==> src/rtl/capture_ctrl_if.sv <==
// capture_ctrl_if: pixel stream from capture plus frame buffer write port
interface capture_ctrl_if #(
    parameter int ADDR_W = 19
);
    logic              i_sof;
    logic              i_wr;
    logic [15:0]       i_wdata;
    logic              i_full;
    logic              o_wr;
    logic [ADDR_W-1:0] o_waddr;
    logic [15:0]       o_wdata;
    modport master (
        input  i_sof, i_wr, i_wdata, i_full,
        output o_wr, o_waddr, o_wdata
    );
    modport slave (
        output i_sof, i_wr, i_wdata, i_full,
        input  o_wr, o_waddr, o_wdata
    );
endinterface

==> src/rtl/capture_ctrl.sv <==
// capture_ctrl: frame sequencer aligning capture to sof and writing pixels linearly into the frame buffer
module capture_ctrl #(
    parameter int H_ACTIVE = 640,
    parameter int V_ACTIVE = 480,
    parameter int ADDR_W   = 19,
    parameter int SKIP_W   = 4
) (
    input  logic              i_pclk,
    input  logic              i_rstn,
    input  logic              i_start,
    input  logic              i_continuous,
    input  logic              i_abort,
    input  logic [SKIP_W-1:0] i_skip,
    capture_ctrl_if.master    bus,
    output logic              o_busy,
    output logic              o_frame_done,
    output logic              o_overflow,
    output logic              o_short_frame,
    output logic [7:0]        o_frame_cnt
);
    typedef enum logic [1:0] {IDLE, ARMED, CAPTURE, SKIP} state_t;
    localparam logic [ADDR_W-1:0] LAST = ADDR_W'(H_ACTIVE * V_ACTIVE - 1);
    state_t            state_q, state_d;
    logic [ADDR_W-1:0] cnt_q, cnt_d, waddr_q, waddr_d;
    logic [SKIP_W-1:0] skip_q, skip_d;
    logic [15:0]       wdata_q, wdata_d;
    logic [7:0]        fcnt_q, fcnt_d;
    logic              wr_q, wr_d, busy_q, busy_d, done_q, done_d;
    logic              ovf_q, ovf_d, short_q, short_d;
    always_comb begin
        state_d = state_q;
        cnt_d   = cnt_q;
        skip_d  = skip_q;
        waddr_d = waddr_q;
        wdata_d = wdata_q;
        fcnt_d  = fcnt_q;
        ovf_d   = ovf_q;
        short_d = short_q;
        wr_d    = 1'b0;
        done_d  = 1'b0;
        if (i_abort) begin
            state_d = IDLE;
        end else begin
            case (state_q)
                IDLE: if (i_start) begin
                    state_d = ARMED;
                    ovf_d   = 1'b0;
                    short_d = 1'b0;
                end
                ARMED: if (bus.i_sof) begin
                    state_d = CAPTURE;
                    cnt_d   = '0;
                end
                CAPTURE: if (bus.i_sof) begin
                    short_d = 1'b1;
                    cnt_d   = '0;
                end else if (bus.i_wr) begin
                    // a dropped pixel still advances the counter so later pixels keep their address
                    wr_d  = !bus.i_full;
                    ovf_d = ovf_q | bus.i_full;
                    if (!bus.i_full) begin
                        waddr_d = cnt_q;
                        wdata_d = bus.i_wdata;
                    end
                    if (cnt_q == LAST) begin
                        done_d  = 1'b1;
                        fcnt_d  = fcnt_q + 8'd1;
                        cnt_d   = '0;
                        skip_d  = i_skip;
                        state_d = i_continuous ? SKIP : IDLE;
                    end else begin
                        cnt_d = cnt_q + ADDR_W'(1);
                    end
                end
                default: if (bus.i_sof) begin
                    if (skip_q == '0) begin
                        state_d = CAPTURE;
                        cnt_d   = '0;
                    end else begin
                        skip_d = skip_q - SKIP_W'(1);
                    end
                end
            endcase
        end
        busy_d = state_d != IDLE;
    end
    always_ff @(posedge i_pclk or negedge i_rstn) begin
        if (!i_rstn) begin
            state_q <= IDLE;
            cnt_q   <= '0;
            skip_q  <= '0;
            waddr_q <= '0;
            wdata_q <= '0;
            fcnt_q  <= '0;
            wr_q    <= 1'b0;
            busy_q  <= 1'b0;
            done_q  <= 1'b0;
            ovf_q   <= 1'b0;
            short_q <= 1'b0;
        end else begin
            state_q <= state_d;
            cnt_q   <= cnt_d;
            skip_q  <= skip_d;
            waddr_q <= waddr_d;
            wdata_q <= wdata_d;
            fcnt_q  <= fcnt_d;
            wr_q    <= wr_d;
            busy_q  <= busy_d;
            done_q  <= done_d;
            ovf_q   <= ovf_d;
            short_q <= short_d;
        end
    end
    assign bus.o_wr      = wr_q;
    assign bus.o_waddr   = waddr_q;
    assign bus.o_wdata   = wdata_q;
    assign o_busy        = busy_q;
    assign o_frame_done  = done_q;
    assign o_overflow    = ovf_q;
    assign o_short_frame = short_q;
    assign o_frame_cnt   = fcnt_q;
endmodule

==> src/flat_wrapper.sv <==
// flat-port wrapper written by rule: the top's interface ports become plain ports
module capture_ctrl_flat 
#(
    parameter int H_ACTIVE = 640,
    parameter int V_ACTIVE = 480,
    parameter int ADDR_W   = 19,
    parameter int SKIP_W   = 4
)
  (i_pclk, i_rstn, i_start, i_continuous, i_abort, i_skip, o_busy, o_frame_done, o_overflow, o_short_frame, o_frame_cnt, bus_i_sof, bus_i_wr, bus_i_wdata, bus_i_full, bus_o_wr, bus_o_waddr, bus_o_wdata);
  capture_ctrl_if #(.ADDR_W(ADDR_W)) bus_i ();
  input  logic i_pclk;
  input  logic i_rstn;
  input  logic i_start;
  input  logic i_continuous;
  input  logic i_abort;
  input  logic [SKIP_W-1:0] i_skip;
  output logic o_busy;
  output logic o_frame_done;
  output logic o_overflow;
  output logic o_short_frame;
  output logic [7:0] o_frame_cnt;
  input wire logic [$bits(bus_i.i_sof)-1:0] bus_i_sof;
  input wire logic [$bits(bus_i.i_wr)-1:0] bus_i_wr;
  input wire logic [$bits(bus_i.i_wdata)-1:0] bus_i_wdata;
  input wire logic [$bits(bus_i.i_full)-1:0] bus_i_full;
  output wire logic [$bits(bus_i.o_wr)-1:0] bus_o_wr;
  output wire logic [$bits(bus_i.o_waddr)-1:0] bus_o_waddr;
  output wire logic [$bits(bus_i.o_wdata)-1:0] bus_o_wdata;
  assign bus_i.i_sof = bus_i_sof;
  assign bus_i.i_wr = bus_i_wr;
  assign bus_i.i_wdata = bus_i_wdata;
  assign bus_i.i_full = bus_i_full;
  assign bus_o_wr = bus_i.o_wr;
  assign bus_o_waddr = bus_i.o_waddr;
  assign bus_o_wdata = bus_i.o_wdata;
  capture_ctrl #(.H_ACTIVE(H_ACTIVE), .V_ACTIVE(V_ACTIVE), .ADDR_W(ADDR_W), .SKIP_W(SKIP_W)) u_core (.i_pclk(i_pclk), .i_rstn(i_rstn), .i_start(i_start), .i_continuous(i_continuous), .i_abort(i_abort), .i_skip(i_skip), .bus(bus_i), .o_busy(o_busy), .o_frame_done(o_frame_done), .o_overflow(o_overflow), .o_short_frame(o_short_frame), .o_frame_cnt(o_frame_cnt));
endmodule
==> config.mk <==
export PLATFORM = sky130hd
export DESIGN_NAME = capture_ctrl_flat
export DESIGN_NICKNAME = d
export VERILOG_FILES = /design/src/rtl/capture_ctrl_if.sv /design/src/rtl/capture_ctrl.sv /design/src/flat_wrapper.sv
export SDC_FILE = /design/constraint.sdc
export NUM_CORES = 1
export LEC_CHECK = 0
export BUFFER_PORTS_ARGS = -buffer_cell sky130_fd_sc_hd__buf_4
export CELL_PAD_IN_SITES_DETAIL_PLACEMENT = 2
export CELL_PAD_IN_SITES_GLOBAL_PLACEMENT = 2
export CORE_MARGIN = 2
export CORE_UTILIZATION = 28
export CTS_CLUSTER_DIAMETER = 100
export DETAILED_ROUTE_END_ITERATION = 8
export PLACE_DENSITY = 0.65
export SYNTH_ARGS = -nofsm -noshare
export SYNTH_HDL_FRONTEND = slang
export SYNTH_SLANG_ARGS = --single-unit
==> constraint.sdc <==
create_clock -name i_pclk -period 4.2 [get_ports i_pclk]
set_input_delay 0.63 -clock i_pclk [delete_from_list [all_inputs] [get_ports i_pclk]]
set_output_delay 0.63 -clock i_pclk [all_outputs]
set_load 0.01 [all_outputs]
==> metrics.txt <==
# TYPE chip_impl_metric gauge
chip_impl_info{name="run_status",value="finished clean"} 1
chip_impl_metric{name="max_cap_viol_count",unit=""} 0
chip_impl_metric{name="avgSynthCellArea",unit="um^2"} 11.4
chip_impl_metric{name="grt_pass1_wl",unit="mm"} 15.9
chip_impl_metric{name="yosys_synthesis_warning_count",unit=""} 0
chip_impl_metric{name="area.growth.synth_to_final",unit="%"} 29.6
chip_impl_metric{name="leakagePower",unit="nW"} 2.23
chip_impl_metric{name="finalWorstPathRequiredPeriod",unit="ns"} 2.87
chip_impl_metric{name="worst_slew_margin_rel",unit="%"} 36.6
chip_impl_metric{name="hold_buffers",unit=""} 0
chip_impl_metric{name="synth_fp_nets",unit=""} 347
chip_impl_metric{name="layout_cell_share_with_drive_strength_beyond_1",unit="%"} 36.5
chip_impl_metric{name="h-tree-depth",unit=""} 3
chip_impl_metric{name="die-height",unit="um"} 117
chip_impl_metric{name="timing_max_transition_violations_final",unit=""} 0
chip_impl_metric{name="clk_pin_slew_worst_setup_hold_paths",unit="ns"} 0.06
chip_impl_info{name="synth_largest_area_cell",value="sky130_fd_sc_hd__dfrtp_1"} 1
chip_impl_metric{name="grt.total_usage",unit="%"} 15.1
chip_impl_metric{name="i_o_pins",unit=""} 76
chip_impl_metric{name="dr.first_iter.drc_count",unit=""} 78
chip_impl_metric{name="remaining_global_route_overflow",unit=""} 0
chip_impl_metric{name="stdcell_count",unit=""} 567
chip_impl_metric{name="gp_congestion",unit=""} 0.734
chip_impl_metric{name="max_clock_freq",unit="GHz"} 0.349
chip_impl_metric{name="floorplan.initialDensity",unit="%"} 28.4
chip_impl_metric{name="drtPass1Iterations",unit=""} 4
chip_impl_metric{name="layout.nets",unit=""} 425
chip_impl_metric{name="timing.final.hold_violations",unit=""} 0
chip_impl_metric{name="n_antenna_cell",unit=""} 0
chip_impl_metric{name="power.density_cell_area",unit="nW/um^2"} 426
chip_impl_info{name="grt_setup_unrepaired",value="false"} 1
chip_impl_metric{name="synth.cell_area",unit="um^2"} 3550
chip_impl_metric{name="first_global_vias",unit=""} 2988
chip_impl_metric{name="min_period_over_period",unit="%"} 68.2
chip_impl_metric{name="dpl.hpwl",unit="mm"} 6.82
chip_impl_metric{name="row_count",unit=""} 41
chip_impl_metric{name="crit_required",unit="ns"} 4.41
chip_impl_metric{name="core-area",unit="um^2"} 12500
chip_impl_metric{name="synth.ff_latch_count",unit=""} 73
chip_impl_metric{name="crit_path_max_fanout",unit=""} 21
chip_impl_metric{name="synthArstFlopShare",unit="%"} 100
chip_impl_metric{name="power.ir.vdd_worst",unit="V"} 0.000158
chip_impl_info{name="ys_top_cells_by_area",value="sky130_fd_sc_hd__dfrtp_1 (51%), sky130_fd_sc_hd__mux2_2 (12%), sky130_fd_sc_hd__o21ai_0 (2.5%)"} 1
chip_impl_metric{name="numClockSinks",unit=""} 73
chip_impl_metric{name="via_per_inst",unit=""} 4.88
chip_impl_metric{name="setup_total_negative_slack",unit="ns"} 0
chip_impl_metric{name="post_drt_wl_per_cell",unit="um"} 16.8
chip_impl_metric{name="num-fill-cells",unit=""} 1363
chip_impl_metric{name="drtAntennaViolNets",unit=""} 0
chip_impl_info{name="yosys_most_used_dff",value="sky130_fd_sc_hd__dfrtp_1"} 1
chip_impl_metric{name="cts_setup_buffers",unit=""} 0
chip_impl_info{name="clock_tree_from_tritoncts",value="yes"} 1
chip_impl_metric{name="clock_buffer_count_from_cts",unit=""} 9
chip_impl_metric{name="finalSetupViolations",unit=""} 0
chip_impl_metric{name="final.setup_skew",unit="ns"} 0.00916
chip_impl_info{name="post_synth_most_frequent_cells",value="sky130_fd_sc_hd__dfrtp_1 (73), sky130_fd_sc_hd__mux2_2 (37), sky130_fd_sc_hd__nand2_1 (18), sky130_fd_sc_hd__nor2_1 (18), sky130_fd_sc_hd__o21ai_0 (18)"} 1
chip_impl_metric{name="synthCells",unit=""} 312
chip_impl_info{name="count_leader_synth",value="sky130_fd_sc_hd__dfrtp_1"} 1
chip_impl_metric{name="wirelength",unit="mm"} 9.50
chip_impl_info{name="worst-setup-path-type",value="flop to flop"} 1
chip_impl_metric{name="synthDistinctLibCells",unit=""} 51
chip_impl_info{name="worst_hold_path_type",value="primary input to async pin"} 1
chip_impl_info{name="clk_root_buffer_cell",value="sky130_fd_sc_hd__clkbuf_16"} 1
chip_impl_metric{name="post_cts_resize_count",unit=""} 0
chip_impl_metric{name="cp_data_arrival_time",unit="ns"} 3.08
chip_impl_metric{name="vias",unit=""} 2767
chip_impl_metric{name="placedCellCount",unit=""} 551
chip_impl_metric{name="die-area",unit="um^2"} 13600
chip_impl_metric{name="synth.top_cell.area_share",unit="%"} 51.4
chip_impl_metric{name="synth_sequential_area_ratio",unit="%"} 51.4
chip_impl_info{name="critical_path.startpoint_type",value="flop"} 1
chip_impl_metric{name="drcViolationCount",unit=""} 0
chip_impl_metric{name="synth_enable_flop_cells",unit=""} 0
chip_impl_metric{name="clk_latency",unit="ns"} 0.34
chip_impl_metric{name="buffers_from_clock_root_to_sink_at_most",unit=""} 2
chip_impl_metric{name="placement.io_buffers",unit=""} 75
chip_impl_info{name="cp-end-kind",value="flop"} 1
chip_impl_metric{name="max_slew.worst_pin.slew",unit="ns"} 0.951
chip_impl_metric{name="largest_net_degree_at_the_start_of_global_routing",unit=""} 74
chip_impl_metric{name="grt_antenna_before_repair",unit=""} 0
chip_impl_metric{name="finalHoldWorstSlack",unit="ns"} 0.449
chip_impl_metric{name="dieWidth",unit="um"} 117
==> logic make-up (layout without fill, tap and decap cells) <==
kind of cell	count (synthesis)	after routing	synth area share (%)
DFF	73	73	51.4
adders and majority gates	7	7	2.47
AOI/OAI and AO/OA	55	55	10.2
buffers and inverters	21	104	2.50
xor gates and xnor gates	12	12	2.96
muxes	38	38	12.0
and+or+nand+nor	106	106	18.4
==> final timing paths <==
| kind | startpoint | end | slack, ns | depth (start not counted) |
|---|---|---|---|---|
| max | u_core.state_q[0] | u_core.bus.o_wdata[3] | 1.33 | 6 |
| min | i_rstn | u_core.bus.o_wdata[15] | 0.45 | 1 |
| max reg2reg | u_core.state_q[0] | u_core.bus.o_wdata[3] | 1.33 | 6 |
| min reg2reg | u_core.o_frame_cnt[7] | u_core.o_frame_cnt[7] | 0.50 | 1 |
| max in group asynchronous | i_rstn | u_core.skip_q[2] | 3.14 | 1 |
| min in group i_pclk | u_core.o_frame_cnt[7] | u_core.o_frame_cnt[7] | 0.50 | 1 |
==> worst max-delay path, cell delays in order, from the launching register on <==
cell and delay, ns:
sky130_fd_sc_hd__dfrtp_1 0.44, sky130_fd_sc_hd__inv_1 0.11, sky130_fd_sc_hd__ha_1 0.58, sky130_fd_sc_hd__nand4bb_1 0.31, sky130_fd_sc_hd__nor2_4 0.56, sky130_fd_sc_hd__buf_4 0.36, sky130_fd_sc_hd__mux2_2 0.37
==> report_power, final <==
group          total, mW  internal, mW  switching (mW)
Combinational      0.373         0.181           0.192
Sequential         0.825         0.774          0.0512
Clock              0.763         0.459           0.303
==> state kept, by name, indices dropped and copies added (netlist names), 2 cells and up <==
| register | cells |
|---|---|
| u_core.bus.o_waddr | 19 |
| u_core.skip_q | 4 |
| u_core.state_q | 2 |
| u_core.bus.o_wdata | 16 |
| u_core.o_frame_cnt | 8 |
| u_core.cnt_q | 19 |
==> area by class of cell <==
class / instances / area, um^2 / area share [%]
clock buffer: 9 / 225 / 4.89
clock inverter: 7 / 71.3 / 1.55
inverter: 10 / 37.5 / 0.815
multi-input combinational: 218 / 1640 / 35.7
sequential: 73 / 1830 / 39.7
tap: 172 / 215 / 4.68
timing repair buffer: 78 / 586 / 12.7
==> routing by layer <==
layer	wire (um)	up-vias	GRT usage, %
li1	-	1300	-
met1	4370	1433	20.3
met2	4760	30	24.5
met3	254	4	2.96
met4	114	0	5.41
met5	0	-	0
==> cells in the final DEF (no fill, tap or decap), drive strengths merged, types with 2 or more instances in the layout <==
master / Yosys / routed
and3: 7 / 7
clkinv: 0 / 6
nand3: 12 / 12
o31ai: 5 / 5
nor3b: 3 / 3
mux2: 37 / 37
nand4: 8 / 8
inv: 10 / 10
xor2: 2 / 2
nor3: 2 / 2
nor2b: 4 / 4
buf: 8 / 78
and2: 4 / 4
o21ai: 18 / 18
or3: 4 / 4
ha: 7 / 7
and4: 4 / 4
clkbuf: 3 / 9
a211oi: 5 / 5
a21oi: 10 / 10
nor4: 6 / 6
dfrtp: 73 / 73
nand2b: 4 / 4
nor2: 20 / 20
xnor2: 10 / 10
nand2: 18 / 18
a31oi: 5 / 5
a21o: 2 / 2
nor4b: 3 / 3
and3b: 2 / 2
nand4bb: 2 / 2
==> metrics by stage <==
step	cell area, um^2	util, %	power, mW	setup WS [ns]
after global routing	4600	36.8	2.08	1.03
after floorplan	3550	-	1.04	2.16
after CTS	4600	36.8	2.00	1.24
after detailed placement	4310	34.4	1.22	1.22
after global placement	4310	34.4	1.20	1.39
final	4600	36.8	1.96	1.33
Note: power is estimated with default switching activity, not from simulation.
